$ cat src/rtl/id_ex_stage.sv
// ----------------------------------------------------------------------------
// id_ex_stage
//   Decode / operand-fetch stage and ID/EX pipeline register of the 16-bit
//   pipelined CPU. Holds the general register file, selects register or
//   zero-extended immediate operands, forwards results still in flight from
//   EX, MEM and WB, and raises a load-use stall.
//
// Ports
//   clock, reset         rising-edge clock, asynchronous active-high reset
//   id_ir                instruction currently in ID
//   flush                taken branch: squash id_ir into a bubble
//   ex_alu_o             ALU result of the instruction in EX (forward source)
//   mem_ir, mem_result   instruction in MEM and its result (forward source)
//   wb_ir, wb_data       instruction in WB and its write-back value
//   ex_ir                registered instruction handed to EX
//   reg_A, reg_B         registered ALU operands
//   smdr                 registered store data
//   stall                combinational load-use stall (0 while flush=1)
// ----------------------------------------------------------------------------
module id_ex_stage #(
    parameter int unsigned DW     = 16,
    parameter int unsigned NREG   = 8,
    parameter logic [15:0] NOP_IR = 16'h0000
) (
    input  logic          clock,
    input  logic          reset,
    input  logic [15:0]   id_ir,
    input  logic          flush,
    input  logic [DW-1:0] ex_alu_o,
    input  logic [15:0]   mem_ir,
    input  logic [DW-1:0] mem_result,
    input  logic [15:0]   wb_ir,
    input  logic [DW-1:0] wb_data,
    output logic [15:0]   ex_ir,
    output logic [DW-1:0] reg_A,
    output logic [DW-1:0] reg_B,
    output logic [DW-1:0] smdr,
    output logic          stall
);

    // Opcode encodings (ISA table)
    localparam logic [4:0] OP_NOP   = 5'b00000;
    localparam logic [4:0] OP_LOAD  = 5'b00010;
    localparam logic [4:0] OP_STORE = 5'b00011;
    localparam logic [4:0] OP_SHL   = 5'b00100;
    localparam logic [4:0] OP_CAL   = 5'b00101;
    localparam logic [4:0] OP_SHR   = 5'b00110;
    localparam logic [4:0] OP_CAR   = 5'b00111;
    localparam logic [4:0] OP_ADD   = 5'b01000;
    localparam logic [4:0] OP_ADDI  = 5'b01001;
    localparam logic [4:0] OP_SUB   = 5'b01010;
    localparam logic [4:0] OP_SUBI  = 5'b01011;
    localparam logic [4:0] OP_CMP   = 5'b01100;
    localparam logic [4:0] OP_AND   = 5'b01101;
    localparam logic [4:0] OP_OR    = 5'b01110;
    localparam logic [4:0] OP_XOR   = 5'b01111;
    localparam logic [4:0] OP_MOVI  = 5'b10000;
    localparam logic [4:0] OP_ADDC  = 5'b10001;
    localparam logic [4:0] OP_SUBC  = 5'b10010;
    localparam logic [4:0] OP_JZ    = 5'b11010;
    localparam logic [4:0] OP_JNZ   = 5'b11011;
    localparam logic [4:0] OP_JS    = 5'b11100;
    localparam logic [4:0] OP_JNS   = 5'b11101;
    localparam logic [4:0] OP_JC    = 5'b11110;
    localparam logic [4:0] OP_JNC   = 5'b11111;

    function automatic logic is_writer(input logic [4:0] op);
        return op inside {OP_LOAD, OP_ADD, OP_ADDI, OP_MOVI, OP_ADDC, OP_SUB, OP_SUBI,
                          OP_SUBC, OP_AND, OP_OR, OP_XOR, OP_SHL, OP_SHR, OP_CAL, OP_CAR};
    endfunction

    logic [DW-1:0] gr_q [NREG];
    logic [DW-1:0] gr_d [NREG];
    logic [DW-1:0] gr_rd [NREG];
    logic [15:0]   ex_ir_q, ex_ir_d;
    logic [DW-1:0] reg_a_q, reg_a_d, reg_b_q, reg_b_d, smdr_q, smdr_d;

    logic [4:0]    id_op, ex_op;
    logic [2:0]    id_r1, id_r2, id_r3, ex_dst, mem_dst, wb_dst;
    logic [DW-1:0] imm8, imm4;
    logic          ex_fwd, mem_wr, wb_wr;
    logic [DW-1:0] a_sel, b_sel, s_sel;
    logic          rd_r1, rd_r2, rd_r3;

    // Only opcode and destination of the downstream instructions matter here
    logic unused_ir_bits;
    assign unused_ir_bits = ^{mem_ir[7:0], wb_ir[7:0], ex_ir_q[7:0]};

    assign id_op   = id_ir[15:11];
    assign id_r1   = id_ir[10:8];
    assign id_r2   = id_ir[6:4];
    assign id_r3   = id_ir[2:0];
    assign imm8    = {{(DW-8){1'b0}}, id_ir[7:0]};
    assign imm4    = {{(DW-4){1'b0}}, id_ir[3:0]};
    assign ex_op   = ex_ir_q[15:11];
    assign ex_dst  = ex_ir_q[10:8];
    assign mem_dst = mem_ir[10:8];
    assign wb_dst  = wb_ir[10:8];

    // A LOAD in EX has no data yet; that case is handled by the stall instead
    assign ex_fwd = is_writer(ex_op) && (ex_op != OP_LOAD);
    assign mem_wr = is_writer(mem_ir[15:11]);
    assign wb_wr  = is_writer(wb_ir[15:11]);

    // Forwarded view of every register; later assignments win (EX > MEM > WB > file)
    always_comb begin
        for (int i = 0; i < NREG; i++) begin
            gr_rd[i] = gr_q[i];
            if (wb_wr  && wb_dst  == 3'(i)) gr_rd[i] = wb_data;
            if (mem_wr && mem_dst == 3'(i)) gr_rd[i] = mem_result;
            if (ex_fwd && ex_dst  == 3'(i)) gr_rd[i] = ex_alu_o;
        end
    end

    always_comb begin
        a_sel = '0;
        b_sel = '0;
        s_sel = '0;
        rd_r1 = 1'b0;
        rd_r2 = 1'b0;
        rd_r3 = 1'b0;
        case (id_op)
            OP_ADD, OP_ADDC, OP_SUB, OP_SUBC, OP_CMP, OP_AND, OP_OR, OP_XOR: begin
                a_sel = gr_rd[id_r2];
                b_sel = gr_rd[id_r3];
                rd_r2 = 1'b1;
                rd_r3 = 1'b1;
            end
            OP_ADDI, OP_SUBI: begin
                a_sel = gr_rd[id_r1];
                b_sel = imm8;
                rd_r1 = 1'b1;
            end
            OP_MOVI: b_sel = imm8;
            OP_LOAD: begin
                a_sel = gr_rd[id_r2];
                b_sel = imm4;
                rd_r2 = 1'b1;
            end
            OP_STORE: begin
                a_sel = gr_rd[id_r2];
                b_sel = imm4;
                s_sel = gr_rd[id_r1];
                rd_r1 = 1'b1;
                rd_r2 = 1'b1;
            end
            OP_SHL, OP_SHR, OP_CAL, OP_CAR: begin
                a_sel = gr_rd[id_r1];
                b_sel = imm4;
                rd_r1 = 1'b1;
            end
            OP_JZ, OP_JNZ, OP_JS, OP_JNS, OP_JC, OP_JNC: begin
                a_sel = gr_rd[id_r1];
                b_sel = imm8;
                rd_r1 = 1'b1;
            end
            default: ;
        endcase
    end

    assign stall = !flush && (ex_op == OP_LOAD) &&
                   ((rd_r1 && id_r1 == ex_dst) || (rd_r2 && id_r2 == ex_dst) ||
                    (rd_r3 && id_r3 == ex_dst));

    always_comb begin
        if (flush || stall) begin
            ex_ir_d = NOP_IR;
            reg_a_d = '0;
            reg_b_d = '0;
            smdr_d  = '0;
        end else begin
            ex_ir_d = id_ir;
            reg_a_d = a_sel;
            reg_b_d = b_sel;
            smdr_d  = s_sel;
        end
    end

    always_comb begin
        for (int i = 0; i < NREG; i++) gr_d[i] = gr_q[i];
        if (wb_wr) gr_d[wb_dst] = wb_data;
    end

    always_ff @(posedge clock or posedge reset) begin
        if (reset) begin
            for (int i = 0; i < NREG; i++) gr_q[i] <= '0;
            ex_ir_q <= NOP_IR;
            reg_a_q <= '0;
            reg_b_q <= '0;
            smdr_q  <= '0;
        end else begin
            for (int i = 0; i < NREG; i++) gr_q[i] <= gr_d[i];
            ex_ir_q <= ex_ir_d;
            reg_a_q <= reg_a_d;
            reg_b_q <= reg_b_d;
            smdr_q  <= smdr_d;
        end
    end

    assign ex_ir = ex_ir_q;
    assign reg_A = reg_a_q;
    assign reg_B = reg_b_q;
    assign smdr  = smdr_q;

endmodule

$ cat config.mk
export PLATFORM = sky130hd
export DESIGN_NAME = id_ex_stage
export DESIGN_NICKNAME = d
export VERILOG_FILES = /design/src/rtl/id_ex_stage.sv
export SDC_FILE = /design/constraint.sdc
export NUM_CORES = 1
export LEC_CHECK = 0
export BUFFER_PORTS_ARGS = -buffer_cell sky130_fd_sc_hd__buf_2
export CORE_MARGIN = 2
export CORE_UTILIZATION = 55
export DETAILED_ROUTE_END_ITERATION = 10
export PLACE_DENSITY_LB_ADDON = 0.25
export SYNTH_ARGS = -nofsm -noshare
export SYNTH_HDL_FRONTEND = slang
export SYNTH_SLANG_ARGS = --single-unit
$ cat constraint.sdc
create_clock -name clock -period 10.6 [get_ports clock]
set_clock_uncertainty 0.1 [all_clocks]
set_input_delay 2.65 -clock clock [delete_from_list [all_inputs] [get_ports clock]]
set_output_delay 2.65 -clock clock [all_outputs]
set_load 0.05 [all_outputs]
* Yosys cells after proc, flatten, opt, wreduce, memory -nomap -nowiden
Cells that the tools add are included. Widths: inputs -> output; s select.
Cells by class: add/subtract/negate cells 0, multipliers 0, div/mod/pow operators 0, magnitude comparators 5, equal/unequal tests 93, shift-type cells 0, multiplexer cells 46, bitwise logic cells 4, reduce and logical (&&, ||, !) cells 47
Operators by type and width (number):
- $mux 16 | 36
- $eq 5x4->1 const B | 29
- $bmux 16 s3 | 3
- $bwmux 128 | 1
- $eq 5x5->1 const B | 18
- $eq 5x3->1 const B | 16
- $demux 16 s3 | 1
- $pmux 16 s3 | 1
- $reduce_bool 15->1 | 3
- $eq 3x3->1 const B | 12
- $pmux 16 s2 | 1
- $logic_and 1x1->1 | 31
- $eq 5x2->1 const B | 5
- $eq 3x2->1 const B | 6
- $ge 4x4->1 const B | 4
- $not 3->4 | 4
- $reduce_or 13->1 | 1
- $reduce_or 12->1 | 1
- $reduce_or 10->1 | 1
- $eq 3x1->1 const B | 3
- $eq 3x3->1 | 3
- $logic_not 3->1 | 3
- $reduce_or 9->1 | 1
- $reduce_or 8->1 | 1
- other kinds (6) | 10
Word-level totals: flip-flop bits (word level) 192, latch bits 0, memory bits (writable) 0, bits in read-only memories 0, input bits 99, output and inout port bits 65, logic and storage cells 207, memories kept 0

* Depth between registers and ports, before layout
Gate-level depths: netlist (run 1).
word-level depth 11, mapped depth 12, gate-level depth less buffers 9

* Worst setup path before layout (run 1)
No wires, ideal clock.
kind input -> output, from in id_ir[2], to out stall, arrival 4528 ps, required time 7850 ps, setup slack 3322 ps, stages on the path 6, buffers on the path 1, cells stage by stage clkbuf_1 -> xor2_1 -> nor3_1 -> a22oi_1 -> o21a_1 -> nor3_1
Between the ends: word-level cells in the longest chain between the ends 4
RTL lines:
- start: declaration | line 27 | input logic [15:0] id_ir,
- $eq 3x3->1 | line 163 | (rd_r3 && id_r3 == ex_dst));
- $logic_and 1x1->1 | line 163
- $logic_or 1x1->1 | line 162 | ((rd_r1 && id_r1 == ex_dst) || (rd_r2 && id_r2 == ex_dst) ||
- $logic_and 1x1->1 | line 161 | assign stall = !flush && (ex_op == OP_LOAD) &&
- end: declaration | line 38 | output logic stall
Every way passes these cells.

* Final worst setup path (run 1)
from in id_ir[0], to out stall
Same word-level chain as after synthesis.

==> flow_summary.json, run 1 <==
{
  "placed_area_um2": 14250,
  "grt_usage_pct": 38.81,
  "clock.fmax_mhz": 139.4,
  "ant_nets": 0,
  "worstRegToRegCells": 8,
  "cp.required_ps": 7850,
  "yosys.cell_types.count": 81,
  "pre_cts_slack_ps": 3442,
  "setup_violations": 0,
  "p_total_mw": 2.590,
  "die_x_um": 162.5,
  "coreArea_um2": 24460,
  "synth_nets": 1631,
  "grt-ovfl-total": 0,
  "layout_setup_ws_ps": 3427,
  "grt_max_degree": 133,
  "crit_path_start": "id_ir[0]",
  "num_vias": 13858,
  "io_pins": 164,
  "instances_no_fill": 1901,
  "worstPathCellList": "buf_2 -> xor2_1 -> nor3_1 -> a22oi_1 -> o21a_1 -> nor3_1 -> buf_2",
  "reg2reg_from": "ex_ir[13]",
  "hold_ws_ps": 369.1,
  "fin_setup_tns_ps": 0,
  "finalCritPeriodShare_pct": 67.67,
  "maxSlewViolCount": 0,
  "slowest_delay_ps": 720,
  "cts_tree": "done",
  "netlist_area_um2": 13810,
  "slowest_stage": "buf_2",
  "ctsHtreeMaxLevel": 4,
  "ir_worst_vdd_mv": 0.1017,
  "worstPathMaxFanout": 40,
  "clock_latency_ps": 460,
  "grt_pass1_wl_mm": 77.28,
  "ff2ff_setup_slack_ps": 6460,
  "final_net_count": 1657,
  "dp_hpwl_mm": 36.44,
  "period_needed_ps": 7173,
  "final_hold_viol_count": 0,
  "ys_ff_latch": 192,
  "routedWlPerCell_um": 27.22,
  "place_congestion": 1.033,
  "worstHoldPathType": "reg -> reg",
  "routed_wl_mm": 51.75,
  "synthesis.instances": 1532,
  "port_buffers": 147,
  "yosys_warnings": 0,
  "synth_top_flop_cell": "dfrtp_1",
  "worstSetupPathType": "in -> out",
  "max_slew_margin_pct": 9.249,
  "leakage_nw": 6.603,
  "drc": 0,
  "final_area_um2": 14900,
  "dieArea_um2": 26400,
  "first_pass_iters": 6,
  "rsz0062_at_grt": "false",
  "clkTransAtPathRegs_ps": 80,
  "first_iter_violations": 2464,
  "initial_utilization_pct": 56.46,
  "powerDensity_nw_per_um2": 173.8,
  "die_h_um": 162.5,
  "cts-buffers-inserted": 17,
  "cts_root_buffer": "clkbuf_16",
  "final_util_pct": 60.91,
  "drive_gt1_share_pct": 20.81,
  "postSynth.asyncResetShare_pct": 100.0,
  "cp-end-kind": "output pin",
  "post_cts_resized": 0,
  "crit_end": "stall",
  "n_fill_cell": 2068,
  "ys_seq_area_share_pct": 34.79,
  "cts_setup_buffers": 0,
  "cts.sinks": 192,
  "syn2layout_area_growth_pct": 7.872,
  "cp.arrival_ps": 4420,
  "synth_edf_count": 0,
  "syn_avg_cell_area_um2": 9.016,
  "r2r-end": "reg_A[10]",
  "status": "finished clean",
  "avgViaCountPerCell": 7.290,
  "grt_pass1_vias": 12596,
  "clockBufferDepth": 2,
  "drv_cap": 0,
  "start_kind": "primary input",
  "num_rows": 57,
  "hold_buffers": 0,
  "placedCellCount": 1863,
  "worst_pin_slew_ps": 1350,
  "antenna_found_initial": 7
}
-- worst min path at each step --
stage | slack (ps) | depth (start not counted) | from | to
2_1_floorplan | 330 | 2 | gr_q[26] | gr_q[26]
3_3_place_gp | 340 | 2 | gr_q[47] | gr_q[47]
3_5_place_dp | 350 | 2 | gr_q[26] | gr_q[26]
4_1_cts | 370 | 2 | gr_q[26] | gr_q[26]
5_1_grt | 390 | 1 | gr_q[109] | gr_q[109]
6_report | 370 | 2 | gr_q[47] | gr_q[47]
-- power by group --
group          total [mW]  switching [mW]  internal (mW)
combinational       0.969           0.604          0.365
clock               0.707           0.373          0.334
sequential          0.913          0.0505          0.863
total                2.59            1.03           1.56
-- placed cells by master, fill, tap and decap left out, types with 47 or more instances in the layout --
cell and instances:
nand2_1 96, nor2_1 121, nor3_1 59, o22ai_1 64, a21oi_1 48, o21ai_0 135
buf_2 147, dfrtp_1 192, a2bb2oi_1 94, nand3_1 47
-- cells in the mapped netlist (all sizes together) (13+ instances only) --
cell	number	share of area (%)
a211oi	46	3.1
a21o	46	2.5
a21oi	49	1.8
a22oi	40	2.2
a2bb2oi	101	6.7
and2	19	0.86
and3	21	1.1
buf	68	3.7
clkbuf	86	2.4
dfrtp	192	35
mux2	81	7.0
mux2i	13	0.94
mux4	19	3.1
nand2	97	2.7
nand2b	19	0.86
nand3	51	2.1
nor2	122	3.3
nor2b	21	0.95
nor3	64	2.4
nor4	19	1.1
o21ai	143	5.2
o22ai	64	2.9
-- sequential cells by signal, summed over array words and instances, names as in the netlist --
register  flops
ex_ir        16
gr_q        128
smdr         16
reg_A        16
reg_B        16
-- logic make-up after synthesis --
| kind of cell | Yosys count | synth area share [%] |
|---|---|---|
| AO/OA/AOI/OAI | 571 | 29.32 |
| XOR/XNOR | 11 | 0.6975 |
| buffers and inverters | 166 | 6.405 |
| flip-flops | 192 | 34.79 |
| multiplexers | 113 | 11.02 |
| AND/OR/NAND/NOR | 479 | 17.76 |
-- layout make-up --
type	count	area, µm²	area share (%)
antenna	6	15.01	0.1008
tap	324	405.4	2.721
inverter	12	52.55	0.3527
sequential	192	4805	32.25
clock buffer	18	439.2	2.948
timing repair buffer	161	840.8	5.643
clock inverter	14	195.2	1.310
multi-input combinational	1174	8147	54.68
-- per-layer routing --
metal | GRT usage, % | part of all wire [%] | vias up | routed length [µm]
met2 | 54.20 | 40 | 1268 | 20700
met4 | 15.45 | 5.2 | 4 | 2677
met1 | 55.59 | 39 | 6470 | 20340
met3 | 12.68 | 15 | 253 | 7986
met5 | 0 | 0.087 | - | 45
li1 | - | - | 5863 | -
-- critical path, delay by kind of cell --
family	cells	cell delay, ps
AOI/OAI and AO/OA	2	240
xor gates and xnor gates	1	140
and+or+nand+nor	2	370
buffers and inverters	2	1010
Note: power is estimated with default switching activity, not from simulation.
==> run 2: changes to the inputs <==
--- a/config.mk
+++ b/config.mk
@@ -7,7 +7,7 @@
 export LEC_CHECK = 0
 export BUFFER_PORTS_ARGS = -buffer_cell sky130_fd_sc_hd__buf_2
 export CORE_MARGIN = 2
-export CORE_UTILIZATION = 55
+export CORE_UTILIZATION = 54
 export DETAILED_ROUTE_END_ITERATION = 10
 export PLACE_DENSITY_LB_ADDON = 0.25
 export SYNTH_ARGS = -nofsm -noshare
==> constraint.sdc (replaced) <==
create_clock -name clock -period 5.9 [get_ports clock]
set_clock_uncertainty 0.1 [all_clocks]
set_input_delay 1.475 -clock clock [delete_from_list [all_inputs] [get_ports clock]]
set_output_delay 1.475 -clock clock [all_outputs]
set_load 0.05 [all_outputs]
==> run 2 against run 1 <==
Against the previous run:
- sequential share of layout area shrank 0.11 points
- critical path depth grew 3
- largest cell class unchanged
- largest power group unchanged
- register-to-register slack lost 4800 ps
- critical endpoint is now reg_A[10]
==> flow_summary.json, run 2 (synthesized netlist as in run 1, its figures left out) <==
{
  "cp-end-kind": "flip-flop",
  "initial_utilization_pct": 54.85,
  "rsz0062_at_grt": "false",
  "multiInputGateArea_um2": 8135,
  "hold_buffers": 0,
  "grt_pass1_wl_mm": 80.12,
  "antenna_found_initial": 3,
  "fin_setup_tns_ps": 0,
  "grt_pass1_vias": 12508,
  "routed_wl_mm": 53.98,
  "coreArea_um2": 25180,
  "drv_cap": 0,
  "max_slew_margin_pct": 16.05,
  "start_kind": "primary input",
  "hold_ws_ps": 366.9,
  "syn2layout_area_growth_pct": 8.234,
  "post_cts_resized": 0,
  "worst_pin_slew_ps": 1257,
  "final_cell_mix": "192 x dfrtp_1, 147 x buf_2, 135 x o21ai_0",
  "ir_worst_vdd_mv": 0.1899,
  "dieArea_um2": 26870,
  "period_needed_ps": 4761,
  "worstPathMaxFanout": 20,
  "finalCritPeriodShare_pct": 80.69,
  "final_hold_viol_count": 0,
  "cts_setup_buffers": 0,
  "grt-ovfl-total": 0,
  "drc": 0,
  "maxSlewViolCount": 0,
  "cts.sinks": 192,
  "io_pins": 164,
  "pre_cts_slack_ps": 863.2,
  "clock_latency_ps": 460,
  "status": "finished clean",
  "place_congestion": 0.9842,
  "ff_latch_area_um2": 4805,
  "final_net_count": 1666,
  "grt_max_degree": 193,
  "final_common_cell": "dfrtp_1",
  "cp.arrival_ps": 4950,
  "port_buffers": 147,
  "n_fill_cell": 2195,
  "regMostFlops": "gr_q",
  "grt_usage_pct": 40.45,
  "dp_hpwl_mm": 37.90,
  "cts_root_buffer": "clkbuf_16",
  "first_iter_violations": 2345,
  "largest_reg_flops": 128,
  "die_x_um": 163.9,
  "cp.required_ps": 6090,
  "instances_no_fill": 1915,
  "leakage_nw": 6.630,
  "worstSetupPathType": "in -> reg",
  "placedCellCount": 1878,
  "clkTransAtPathRegs_ps": 80,
  "num_vias": 13832,
  "die_h_um": 163.9,
  "clockBufferDepth": 2,
  "layout_setup_ws_ps": 1139,
  "cts_tree": "done",
  "powerDensity_nw_per_um2": 311.9,
  "ant_nets": 0,
  "routedWlPerCell_um": 28.19,
  "cts-buffers-inserted": 17,
  "clock.fmax_mhz": 210.1,
  "setup_violations": 0,
  "drive_gt1_share_pct": 21.08,
  "worstHoldPathType": "reg -> reg",
  "ctsHtreeMaxLevel": 4,
  "avgViaCountPerCell": 7.223,
  "num_rows": 58,
  "first_pass_iters": 6
}
-- run 2: through the flow --
stage	util, %	cell area [µm²]	power, mW
floorplan	-	13820	2.831
global placement	56.88	14320	3.304
detailed placement	56.88	14320	3.334
CTS	59.32	14940	4.571
global route	59.34	14940	4.809
finish	59.37	14950	4.663
-- run 2: path summary, 6_finish.rpt --
| path | start | depth (start not counted) | slack [ps] | endpoint |
|---|---|---|---|---|
| worst max-delay path | wb_ir[13] | 10 | 1140 | reg_A[10] |
| worst min-delay path | gr_q[66] | 2 | 370 | gr_q[66] |
| worst max register to register | ex_ir[13] | 8 | 1660 | reg_A[10] |
| worst min register to register | gr_q[66] | 2 | 370 | gr_q[66] |
| max in group asynchronous | reset | 3 | 3640 | gr_q[70] |
| min in group asynchronous | reset | 3 | 1150 | reg_B[11] |
-- run 2: power breakdown --
group / internal, mW / switching (mW) / total, mW
Clock: 0.583 / 0.674 / 1.26
Sequential: 1.55 / 0.0912 / 1.64
Combinational: 0.660 / 1.10 / 1.76
Total: 2.79 / 1.87 / 4.66
-- run 2: area by class of cell --
| type | count | share of cell area, % |
|---|---|---|
| Clock buffer | 18 | 2.871 |
| Timing Repair Buffer | 170 | 6.160 |
| Inverter | 12 | 0.3264 |
| Sequential cell | 192 | 32.14 |
| Clock inverter | 14 | 1.239 |
| Tap cell | 330 | 2.762 |
| Antenna cell | 5 | 0.08370 |
| Multi-Input combinational cell | 1174 | 54.42 |
-- run 2: critical path: stages --
cell and delay (ps):
buf_2 110, or4bb_1 530, and4_1 360, nand3_2 550, mux2_2 420, o21ba_2 220, a21oi_1 280, o22ai_1 140
nor4_1 630, o32ai_1 210
-- run 2: routing by layer --
metal  global-route usage [%]  wire [µm]
met1                    59.40      22240
met2                    56.51      21810
met3                    12.05       8031
met4                    13.88       1879
met5                        0         16
